--- src/rtl/mag_cmp_pkg.sv ---
// Shared types and elaboration helpers for the iterative magnitude comparator.
package mag_cmp_pkg;

  // Controller states: waiting, walking digits MSD-first, result pulse.
  typedef enum logic [1:0] {
    IDLE = 2'd0,
    CMP  = 2'd1,
    DONE = 2'd2
  } state_e;

  // Ceiling log2, used to size the digit counter.
  function automatic int clog2(input int value);
    int r;
    r = 0;
    for (int v = value - 1; v > 0; v = v >> 1) begin
      r++;
    end
    return r;
  endfunction

  // Number of DIGIT-wide digits in a WIDTH-bit operand.
  function automatic int ndig(input int width, input int digit);
    return width / digit;
  endfunction

endpackage

--- src/rtl/cmp_digit.sv ---
// Combinational DIGIT-bit unsigned comparator; "less than" is implied by !eq && !gt.
module cmp_digit #(
  parameter int DIGIT = 2
) (
  input  logic [DIGIT-1:0] a,
  input  logic [DIGIT-1:0] b,
  output logic             eq,
  output logic             gt
);

  assign eq = (a == b);
  assign gt = (a > b);

endmodule

--- src/rtl/mag_comparator_seq.sv ---
// Iterative MSD-first magnitude comparator with early exit and a
// start/busy/done handshake. Signed operands are mapped to offset-binary
// at capture so a single unsigned digit comparator serves both modes.
module mag_comparator_seq
  import mag_cmp_pkg::*;
#(
  parameter int WIDTH = 8,
  parameter int DIGIT = 2
) (
  input  logic             clk,
  input  logic             rst,
  input  logic             start,
  input  logic [WIDTH-1:0] a,
  input  logic [WIDTH-1:0] b,
  input  logic             signed_mode,
  output logic             busy,
  output logic             done,
  output logic             a_eq_b,
  output logic             a_gt_b,
  output logic             a_lt_b
);

  localparam int NDIG = ndig(WIDTH, DIGIT);
  localparam int CW   = (NDIG > 1) ? clog2(NDIG) : 1;

  typedef logic [CW-1:0] cnt_t;
  localparam cnt_t LAST_DIG = cnt_t'(NDIG - 1);

  // Reject illegal geometries at elaboration time.
  if (WIDTH < 2) begin : g_bad_width
    $error("mag_comparator_seq: WIDTH must be >= 2");
  end
  if ((WIDTH % DIGIT) != 0) begin : g_bad_digit
    $error("mag_comparator_seq: WIDTH must be a multiple of DIGIT");
  end

  state_e           state_q;
  cnt_t             cnt_q;
  logic [WIDTH-1:0] a_q, b_q;
  logic             busy_q, done_q;
  logic             eq_q, gt_q, lt_q;

  logic [DIGIT-1:0] a_dig, b_dig;
  logic             dig_eq, dig_gt;
  logic             accept;

  // A start is honoured whenever no compare is in flight (IDLE or DONE).
  assign accept = start && (state_q != CMP);

  // Capture operands on an accepted start, folding signed mode into the MSB.
  // NOTE: operand registers carry no reset; nothing observes them until a
  // start has loaded them, and the flag/busy registers gate all outputs.
  always_ff @(posedge clk) begin
    if (accept) begin
      a_q <= {a[WIDTH-1] ^ signed_mode, a[WIDTH-2:0]};
      b_q <= {b[WIDTH-1] ^ signed_mode, b[WIDTH-2:0]};
    end
  end

  // Select the digit pointed to by the counter; digit 0 is the MSD.
  // NOTE: defaults assigned first so no path leaves the outputs unassigned,
  // which would otherwise infer latches.
  always_comb begin
    a_dig = '0;
    b_dig = '0;
    for (int i = 0; i < NDIG; i++) begin
      if (cnt_q == cnt_t'(i)) begin
        a_dig = a_q[WIDTH-1-i*DIGIT -: DIGIT];
        b_dig = b_q[WIDTH-1-i*DIGIT -: DIGIT];
      end
    end
  end

  cmp_digit #(
    .DIGIT (DIGIT)
  ) u_cmp_digit (
    .a  (a_dig),
    .b  (b_dig),
    .eq (dig_eq),
    .gt (dig_gt)
  );

  // Controller: state, digit counter and all registered outputs.
  // NOTE: non-blocking assignments keep every register updating from the
  // pre-edge values, independent of statement order.
  always_ff @(posedge clk) begin
    if (rst) begin
      state_q <= IDLE;
      cnt_q   <= '0;
      busy_q  <= 1'b0;
      done_q  <= 1'b0;
      eq_q    <= 1'b0;
      gt_q    <= 1'b0;
      lt_q    <= 1'b0;
    end else begin
      done_q <= 1'b0;
      unique case (state_q)
        IDLE, DONE: begin
          if (start) begin
            state_q <= CMP;
            cnt_q   <= '0;
            busy_q  <= 1'b1;
            eq_q    <= 1'b0;
            gt_q    <= 1'b0;
            lt_q    <= 1'b0;
          end else begin
            state_q <= IDLE;
          end
        end
        CMP: begin
          if (!dig_eq) begin
            state_q <= DONE;
            busy_q  <= 1'b0;
            done_q  <= 1'b1;
            gt_q    <= dig_gt;
            lt_q    <= !dig_gt;
          end else if (cnt_q == LAST_DIG) begin
            state_q <= DONE;
            busy_q  <= 1'b0;
            done_q  <= 1'b1;
            eq_q    <= 1'b1;
          end else begin
            cnt_q <= cnt_q + cnt_t'(1);
          end
        end
        default: begin
          state_q <= IDLE;
          busy_q  <= 1'b0;
        end
      endcase
    end
  end

  assign busy   = busy_q;
  assign done   = done_q;
  assign a_eq_b = eq_q;
  assign a_gt_b = gt_q;
  assign a_lt_b = lt_q;

endmodule

--- config.mk ---
export PLATFORM = sky130hd
export DESIGN_NAME = mag_comparator_seq
export DESIGN_NICKNAME = d
export VERILOG_FILES = /design/src/rtl/mag_cmp_pkg.sv /design/src/rtl/cmp_digit.sv /design/src/rtl/mag_comparator_seq.sv
export SDC_FILE = /design/constraint.sdc
export NUM_CORES = 1
export LEC_CHECK = 0
export CORE_MARGIN = 4
export CORE_UTILIZATION = 48
export CTS_BUF_LIST = sky130_fd_sc_hd__clkbuf_16
export DETAILED_ROUTE_END_ITERATION = 6
export PLACE_DENSITY = 0.77
export SLEW_MARGIN = 25
export SYNTH_ARGS = -nofsm -noshare
export SYNTH_HDL_FRONTEND = slang
export SYNTH_SLANG_ARGS = --single-unit
--- constraint.sdc ---
create_clock -name clk -period 2.85 [get_ports clk]
set_clock_uncertainty 0.1 [all_clocks]
set_input_delay 0.57 -clock clk [delete_from_list [all_inputs] [get_ports clk]]
set_output_delay 0.57 -clock clk [all_outputs]
set_load 0.1 [all_outputs]
**Word level (Yosys, flattened, before mapping)**

Cells that the tools add are included.

- Flip-flop bits (word level): 25
- Latch bits: 0
- Bits in writable memories: 0
- ROM bits: 0
- Bits of input ports: 20
- Output and inout port bits: 5
- Memories kept: 0

- Add/subtract/negate cells: 1
- $mul: 0
- Div/mod/pow operators: 0
- Order comparisons: 1
- Eq/ne operators: 13
- Shift-type cells: 0
- Muxes and demuxes: 30
- Bitwise operators: 3
- Reductions and logical operators: 11

Operators with widths:

| kind | count |
|---|---|
| $mux W2 | 13 |
| $mux W1 | 11 |
| $ne A2 B2 Y1 const B | 5 |
| $pmux W1 S2 | 4 |
| $pmux W2 S2 | 2 |
| $reduce_and A4 Y1 | 2 |
| $eq A2 B2 Y1 const B | 3 |
| $eq A2 B1 Y1 const B | 2 |
| $logic_not A2 Y1 | 2 |
| $reduce_or A2 Y1 | 2 |
| $ne A3 B3 Y1 const B | 1 |
| $reduce_and A3 Y1 | 1 |
| $add A2 B1 Y2 const B | 1 |
| $eq A2 B2 Y1 | 1 |
| $gt A2 B2 Y1 | 1 |
| $ne A2 B1 Y1 const B | 1 |
| $reduce_and A2 Y1 | 1 |
| $reduce_bool A2 Y1 | 1 |
| $xor A1 B1 Y1 | 2 |
| $logic_and A1 B1 Y1 | 1 |
| $logic_not A1 Y1 | 1 |
| $not A1 Y1 | 1 |

**Depth between registers and ports, before layout**

Gate-level depths: netlist of the first run.

- Word-level depth: 9
- Depth in mapped cells: 9
- Gate-level depth less buffers: 9

**By module**

From an unflattened synthesis of the first run, not the netlist that was laid out.

- Cells, all modules: 88
- Area, all modules: 1121.1 um^2

Modules (own cells, without submodules):

| module | times used | cells each | area each (um^2) |
|---|---|---|---|
| mag_comparator_seq | 1 | 80 | 1061.0 |
| cmp_digit | 1 | 8 | 60.1 |

**Worst setup path before layout of the first run**

OpenSTA, ideal clock, no wires.

- Kind: reg2reg
- Start point: register cnt_q[0]
- End point: register lt_q, in the netlist a_lt_b
- Data arrival time: 2.202 ns
- Required time: 2.679 ns
- Slack: 0.477 ns
- Stages on the path, launching flop included: 10
- Buffers on the path: 0
- Period minus slack after synthesis: 2.373 ns
- Cell sequence: dfxtp_1 -> inv_1 -> ha_1 -> nor2b_1 -> a221o_1 -> a22oi_1 -> ha_1 -> and2_1 -> or4_1 -> a21oi_1

- Cells in the longest elaborated chain, start to end: 9
- Elaborated cells on any way between the ends: 19

Ends and longest elaborated chain:

| item | line | source |
|---|---|---|
| start: declaration | mag_comparator_seq.sv:38 | `cnt_t cnt_q;` |
| start signal: assignment | mag_comparator_seq.sv:123 | `cnt_q <= cnt_q + cnt_t'(1);` |
| $logic_not A2 Y1 | mag_comparator_seq.sv:67 | `if (cnt_q == cnt_t'(i)) begin` |
| $mux W2 (4 in series) | mag_comparator_seq.sv:67 |  |
| $gt A2 B2 Y1 | cmp_digit.sv:12 | `assign gt = (a > b);` |
| $logic_not A1 Y1 | mag_comparator_seq.sv:116 | `lt_q <= !dig_gt;` |
| $mux W1 | mag_comparator_seq.sv:111 | `if (!dig_eq) begin` |
| $pmux W1 S2 | mag_comparator_seq.sv:97 | `unique case (state_q)` |
| end signal: assignment | mag_comparator_seq.sv:116 |  |
| end: declaration | mag_comparator_seq.sv:41 | `logic eq_q, gt_q, lt_q;` |

Several ways; a longest one is shown, not always the timed one. The select of a mux whose other input is x is not followed.
A chain may end at the register's enable or synchronous reset.

**Final worst setup path of the first run**

Same ends and word-level chain as after synthesis.

==> flow_summary.json, run 1 <==
{
  "final_common_cell": "clkdlybuf4s50_1",
  "leakage_nw": 0.519,
  "drc": 0,
  "place.gp.congestion": 0.793,
  "nets": 138,
  "swShare_pct": 25.3,
  "clock_sinks": 25,
  "grt_antenna_before_repair": 0,
  "antenna_cells": 0,
  "drive_gt1_share_pct": 10.8,
  "period_needed_ps": 2640,
  "rsz0062_at_grt": "no",
  "critPathMaxFanout": 4,
  "multiInputGateArea_sq_um": 385,
  "grt_max_degree": 17,
  "slowest_stage": "or4_1",
  "crit_required_ps": 2930,
  "synthDominantAreaCellType": "edfxtp_1",
  "cts_resized": 0,
  "start_util_pct": 52.5,
  "setup_ws_ps": 212,
  "p_int_mw": 0.672,
  "final_cell_mix": "clkdlybuf4s50_1, edfxtp_1, dfxtp_1, a21oi_1",
  "synth.top_cells.by_area": "edfxtp_1, dfxtp_1, ha_1, a21oi_1, a221oi_1",
  "holdBufCountCts": 0,
  "coreArea_sq_mm": 0.00204,
  "cts-root-buf": "clkbuf_16",
  "hold-worst-slack_ps": 369,
  "comb_power_share_pct": 19.2,
  "drt-initial-drc-count": 17,
  "slew_headroom_pct": 73.0,
  "dp_slack_ps": 243,
  "overflow": 0,
  "cts_inserted_buffers": 3,
  "path_class": "reg -> reg",
  "pwr-share-clk_pct": 33.4,
  "crit_chain": "inv_1 -> ha_1 -> nor2b_1 -> a221oi_1 -> o31ai_1 -> ha_1 -> and2_1 -> or4_1 -> a21oi_1",
  "finalCritPeriodShare_pct": 92.6,
  "drt_pass1_iterations": 4,
  "postCtsSetupRepairBufs": 0,
  "ys_types": 28,
  "crit_path_end_kind": "register",
  "area_growth_pct": 31.0,
  "clock.fmax_ghz": 0.379,
  "viasPerCell": 5.56,
  "cp-start-kind": "register",
  "grt_pass1_vias": 752,
  "regArea_sq_um": 661,
  "yosysWarnings": 0,
  "ys_seq_area_share_pct": 61.6,
  "routed_wl_mm": 2.02,
  "cts_max_path_buffers": 2,
  "worstMarginPinSlew_ps": 405,
  "synth_nets": 111,
  "tritoncts": "done",
  "n_fill_cell": 162,
  "sequentialPowerShare_pct": 47.4,
  "hold_path.class": "reg -> reg",
  "synthCells": 85,
  "syn_area_per_cell_sq_um": 12.6,
  "die_area_sq_mm": 0.00305,
  "drv_cap": 0,
  "fp.dieH_microns": 55.3,
  "synth-seq-cells": 25,
  "io_buffers": 24,
  "slowest_delay_ps": 460,
  "crit_top_cell": "ha_1",
  "grt_util_all_layers_pct": 13.6,
  "synth_top_cell_area_share_pct": 44.8,
  "vdd_drop_max_uv": 378,
  "wl_per_cell_microns": 14.6,
  "postRouteAntennaNets": 0,
  "ioPinCount": 25,
  "worst_skew_pair.late_latency_ps": 250,
  "htreeDepth": 1,
  "dp_hpwl_mm": 1.48,
  "maxSlewViolCount": 0,
  "hold_violations": 0,
  "setup_tns_ps": 0,
  "vias": 767,
  "dieWidth_microns": 55.3,
  "num_rows": 16,
  "grt_first_pass_wirelength_mm": 3.28,
  "cts.clk_slew.worst_paths_ps": 60,
  "cp.arrival_ps": 2720,
  "synth_area_sq_mm": 0.00107,
  "setup_viol": 0,
  "power.density_mw_per_mm2": 640,
  "outcome": "finished, final reports clean",
  "p_sw_mw": 0.227
}
routing by layer:
metal | track usage [%] | vias to the layer above | share of wire [%]
met1 | 15.6 | 356 | 40
met3 | 3.96 | 5 | 7.8
li1 | - | 375 | -
met5 | 0 | - | 0
met4 | 6.25 | 0 | 1.7
met2 | 23.1 | 31 | 50
power groups by stage:
stage,Sequential (mW),Combinational (mW),Clock (mW)
2_1_floorplan,0.469,0.0791,0
3_3_place_gp,0.433,0.167,0
3_5_place_dp,0.433,0.174,0
4_1_cts,0.426,0.174,0.309
5_1_grt,0.428,0.186,0.321
6_report,0.426,0.173,0.300
cells in the mapped netlist (all sizes together):
master   n
o311ai   2
inv      5
a31oi    1
and2b    2
a22oi    2
clkbuf   1
nor2b    3
o31ai    2
xor2     2
ha       6
nand2b   3
o21ai    1
nand3    2
buf      1
and3b    1
nor2     1
dfxtp    9
edfxtp  16
a21oi    8
nand2    5
or4      1
a221o    1
o211ai   3
nor3     2
and2     2
a221oi   3
kinds of logic (layout without fill, tap and decap cells):
| group | count (synthesis) | in the layout | share of synthesized area, % |
|---|---|---|---|
| flops | 25 | 25 | 61.6 |
| compound gates | 23 | 23 | 14.7 |
| simple gates | 22 | 22 | 12.6 |
| buf+inv | 7 | 33 | 2.45 |
| fa+ha+maj | 6 | 6 | 7.00 |
| xor+xnor | 2 | 2 | 1.63 |
through the flow:
step / utilization (%) / area (sq um) / instances / power (mW)
finish: 68.8 / 1410 / 138 / 0.899
global route: 68.8 / 1410 / 138 / 0.936
CTS: 68.8 / 1410 / 138 / 0.909
detailed placement: 65.0 / 1330 / 134 / 0.607
global placement: 65.0 / 1330 / 134 / 0.601
floorplan: - / 1070 / 85 / 0.548
critical path: cells and delay by family (launching register included):
family | cells | cell delay (ps)
AO/OA/AOI/OAI | 3 | 590
adder cells (fa/ha/maj) | 2 | 580
buffers and inverters | 1 | 100
flip-flops | 1 | 390
AND/OR/NAND/NOR | 3 | 800
flip-flops by register name, summed over array words and instances (netlist names):
name / flops
state_q: 2
b_q: 8
a_eq_b: 1
a_gt_b: 1
cnt_q: 2
a_lt_b: 1
a_q: 8
busy: 1
done: 1
final timing paths:
check	startpoint	endpoint	slack (ps)	cells past startpoint
setup / recovery	cnt_q[0]	a_lt_b	210	9
hold / removal	busy	busy	370	2
setup reg to reg	cnt_q[0]	a_lt_b	210	9
hold reg to reg	busy	busy	370	2
final cells by class:
type	instances	area share [%]
Sequential cell	25	47.0
Multi-Input combinational cell	53	27.4
Timing Repair Buffer	24	16.2
Clock buffer	3	5.34
Tap cell	27	2.40
Inverter	5	1.34
Clock inverter	1	0.267
(Power assumes the default switching activity.)
==> inputs of run 2 (changes only) <==
--- a/config.mk
+++ b/config.mk
@@ -6,4 +6,5 @@
 export NUM_CORES = 1
 export LEC_CHECK = 0
+export ABC_AREA = 0
 export CORE_MARGIN = 4
 export CORE_UTILIZATION = 48
==> constraint.sdc (replaced) <==
create_clock -name clk -period 2.85 [get_ports clk]
set_clock_uncertainty 0.1 [all_clocks]
set_input_delay 0.285 -clock clk [delete_from_list [all_inputs] [get_ports clk]]
set_output_delay 0.285 -clock clk [all_outputs]
set_load 0.1 [all_outputs]
==> results of run 2 <==
Final layout, timing and power as in run 1 (identical DEF).
==> inputs of run 3 (changes only) <==
--- a/config.mk
+++ b/config.mk
@@ -12,4 +12,5 @@
 export DETAILED_ROUTE_END_ITERATION = 6
 export PLACE_DENSITY = 0.77
+export SETUP_SLACK_MARGIN = 0.4
 export SLEW_MARGIN = 25
 export SYNTH_ARGS = -nofsm -noshare
--- a/constraint.sdc
+++ b/constraint.sdc
@@ -3,3 +3,3 @@
 set_input_delay 0.285 -clock clk [delete_from_list [all_inputs] [get_ports clk]]
 set_output_delay 0.285 -clock clk [all_outputs]
-set_load 0.1 [all_outputs]
+set_load 0.02 [all_outputs]
==> run 3 against run 2 <==
Cell count grew 2.2%. Global-route usage up 1.5 points. Sequential power about the same. Clock-buffer cell count stayed put. Worst hold slack gained 5.9 ps. Power up 0.65%. Via count is 2.6% higher. First-iteration DRC count up 47%. Sequential share of layout area shrank 2.7 points. Non-clock buffer count is 3 higher. Critical path type unchanged. Critical endpoint unchanged. Largest cell class unchanged.
==> flow_summary.json, run 3 (same netlist as run 1, synthesis figures left out) <==
{
  "dp_hpwl_mm": 1.56,
  "finalCritPeriodShare_pct": 86.5,
  "overflow": 0,
  "period_needed_ps": 2470,
  "coreArea_sq_mm": 0.00204,
  "r2r_slack_ps": 380,
  "area_growth_pct": 40.1,
  "crit_path_end_kind": "register",
  "clock_sinks": 25,
  "place.gp.congestion": 0.781,
  "tritoncts": "done",
  "r2r_end": "a_lt_b",
  "hold-worst-slack_ps": 375,
  "grt_pass1_vias": 809,
  "start_util_pct": 52.5,
  "cts-root-buf": "clkbuf_16",
  "drv_cap": 0,
  "cts.clk_slew.worst_paths_ps": 60,
  "viasPerCell": 5.58,
  "setup_viol": 0,
  "leakage_nw": 0.542,
  "critPathMaxFanout": 4,
  "crit_chain": "inv_2 -> ha_2 -> nor2b_4 -> a221oi_2 -> o31ai_2 -> ha_1 -> and2_4 -> or4_4 -> a21oi_2",
  "clock.fmax_ghz": 0.405,
  "grt_antenna_before_repair": 0,
  "setup_tns_ps": 0,
  "power.density_mw_per_mm2": 602,
  "final_common_cell": "clkdlybuf4s50_1",
  "slowest_stage": "or4_4",
  "grt_first_pass_wirelength_mm": 3.66,
  "rsz0062_at_grt": "yes",
  "drc": 0,
  "drive_gt1_share_pct": 23.7,
  "postRouteAntennaNets": 0,
  "num_rows": 16,
  "worstMarginPinSlew_ps": 379,
  "die_area_sq_mm": 0.00305,
  "hold_path.class": "reg -> reg",
  "fp.dieH_microns": 55.3,
  "antenna_cells": 0,
  "crit_required_ps": 2940,
  "r2r-start": "cnt_q[0]",
  "maxSlewViolCount": 0,
  "dieWidth_microns": 55.3,
  "htreeDepth": 1,
  "worst_skew_pair.late_latency_ps": 260,
  "cts_inserted_buffers": 3,
  "slew_headroom_pct": 74.7,
  "ioPinCount": 25,
  "cts_max_path_buffers": 2,
  "outcome": "finished, final reports clean",
  "final_cell_mix": "clkdlybuf4s50_1, edfxtp_1, a21oi_1, dfxtp_1, nand2_1",
  "vdd_drop_max_uv": 418,
  "n_fill_cell": 157,
  "vias": 787,
  "min_path_cells": 2,
  "grt_max_degree": 17,
  "slowest_delay_ps": 480,
  "holdPathEnd": "busy",
  "hold_violations": 0,
  "hold_start": "busy",
  "wl_per_cell_microns": 16.0,
  "cp-start-kind": "register",
  "routed_wl_mm": 2.25,
  "cp.arrival_ps": 2550,
  "largestRegisters": "a_q (8), b_q (8)",
  "holdBufCountCts": 0,
  "drt-initial-drc-count": 25,
  "nets": 141,
  "io_buffers": 24,
  "path_class": "reg -> reg",
  "drt_pass1_iterations": 4,
  "grt_util_all_layers_pct": 15.1,
  "worstRegToRegCells": 9
}
run 3: cell count changes in the layout (fill, tap and decap cells not counted), sizes merged:
cell and change:
inv -1, clkdlybuf4s50 +5, buf -2, clkinv +1
run 3: critical path: cells and delay by family, from the launching register on:
kind / cells / cell delay [ps]
simple gates: 3 / 800
flops: 1 / 360
fa+ha+maj: 2 / 530
compound gates: 3 / 560
buf+inv: 1 / 60
run 3: report_power, final:
part / internal [mW] / switching, mW
Sequential: 0.415 / 0.0120
Combinational: 0.0910 / 0.0818
Clock: 0.189 / 0.116
Total: 0.695 / 0.210
run 3: through the flow:
| stage | instance area, sq um | utilization, % | power [mW] | setup WS, ps | std cells |
|---|---|---|---|---|---|
| floorplan | 1070 | - | 0.517 | 478 | 85 |
| global placement | 1340 | 65.6 | 0.571 | 317 | 134 |
| detailed placement | 1340 | 65.6 | 0.578 | 193 | 134 |
| CTS | 1490 | 72.9 | 0.905 | 412 | 141 |
| global route | 1500 | 73.6 | 0.944 | 289 | 141 |
| finish | 1500 | 73.6 | 0.905 | 384 | 141 |
run 3: cell type report:
class / count / area, sq um / area share (%)
Clock buffer: 3 / 75.1 / 5.00
Clock inverter: 1 / 5.00 / 0.333
Inverter: 5 / 18.8 / 1.25
Multi-Input combinational cell: 53 / 442 / 29.4
Sequential cell: 25 / 666 / 44.3
Tap cell: 27 / 33.8 / 2.25
Timing Repair Buffer: 27 / 263 / 17.5
run 3: worst max-delay path by stage:
stage	slack (ps)	end	start	cells after the start
after global placement	320	a_lt_b	cnt_q[0]	9
final	380	a_lt_b	cnt_q[0]	9
after global routing	290	a_lt_b	cnt_q[0]	9
after CTS	410	a_lt_b	cnt_q[0]	8
after floorplan	480	a_lt_b	cnt_q[0]	9
after detailed placement	190	a_lt_b	cnt_q[0]	9
run 3: repair_timing:
| action | in CTS | in global routing |
|---|---|---|
| buffers inserted | 3 | 0 |
| pin swaps | 4 | 4 |
| endpoints found under the hold margin | 0 | 0 |
| endpoints found under the setup margin | 2 | 4 |
| resized for setup | 14 | 6 |
run 3: routing by layer:
metal	wire (microns)	GRT usage (%)
met2	1170	25.7
met1	895	16.8
met5	0	0
met4	46	8.33
met3	142	4.43
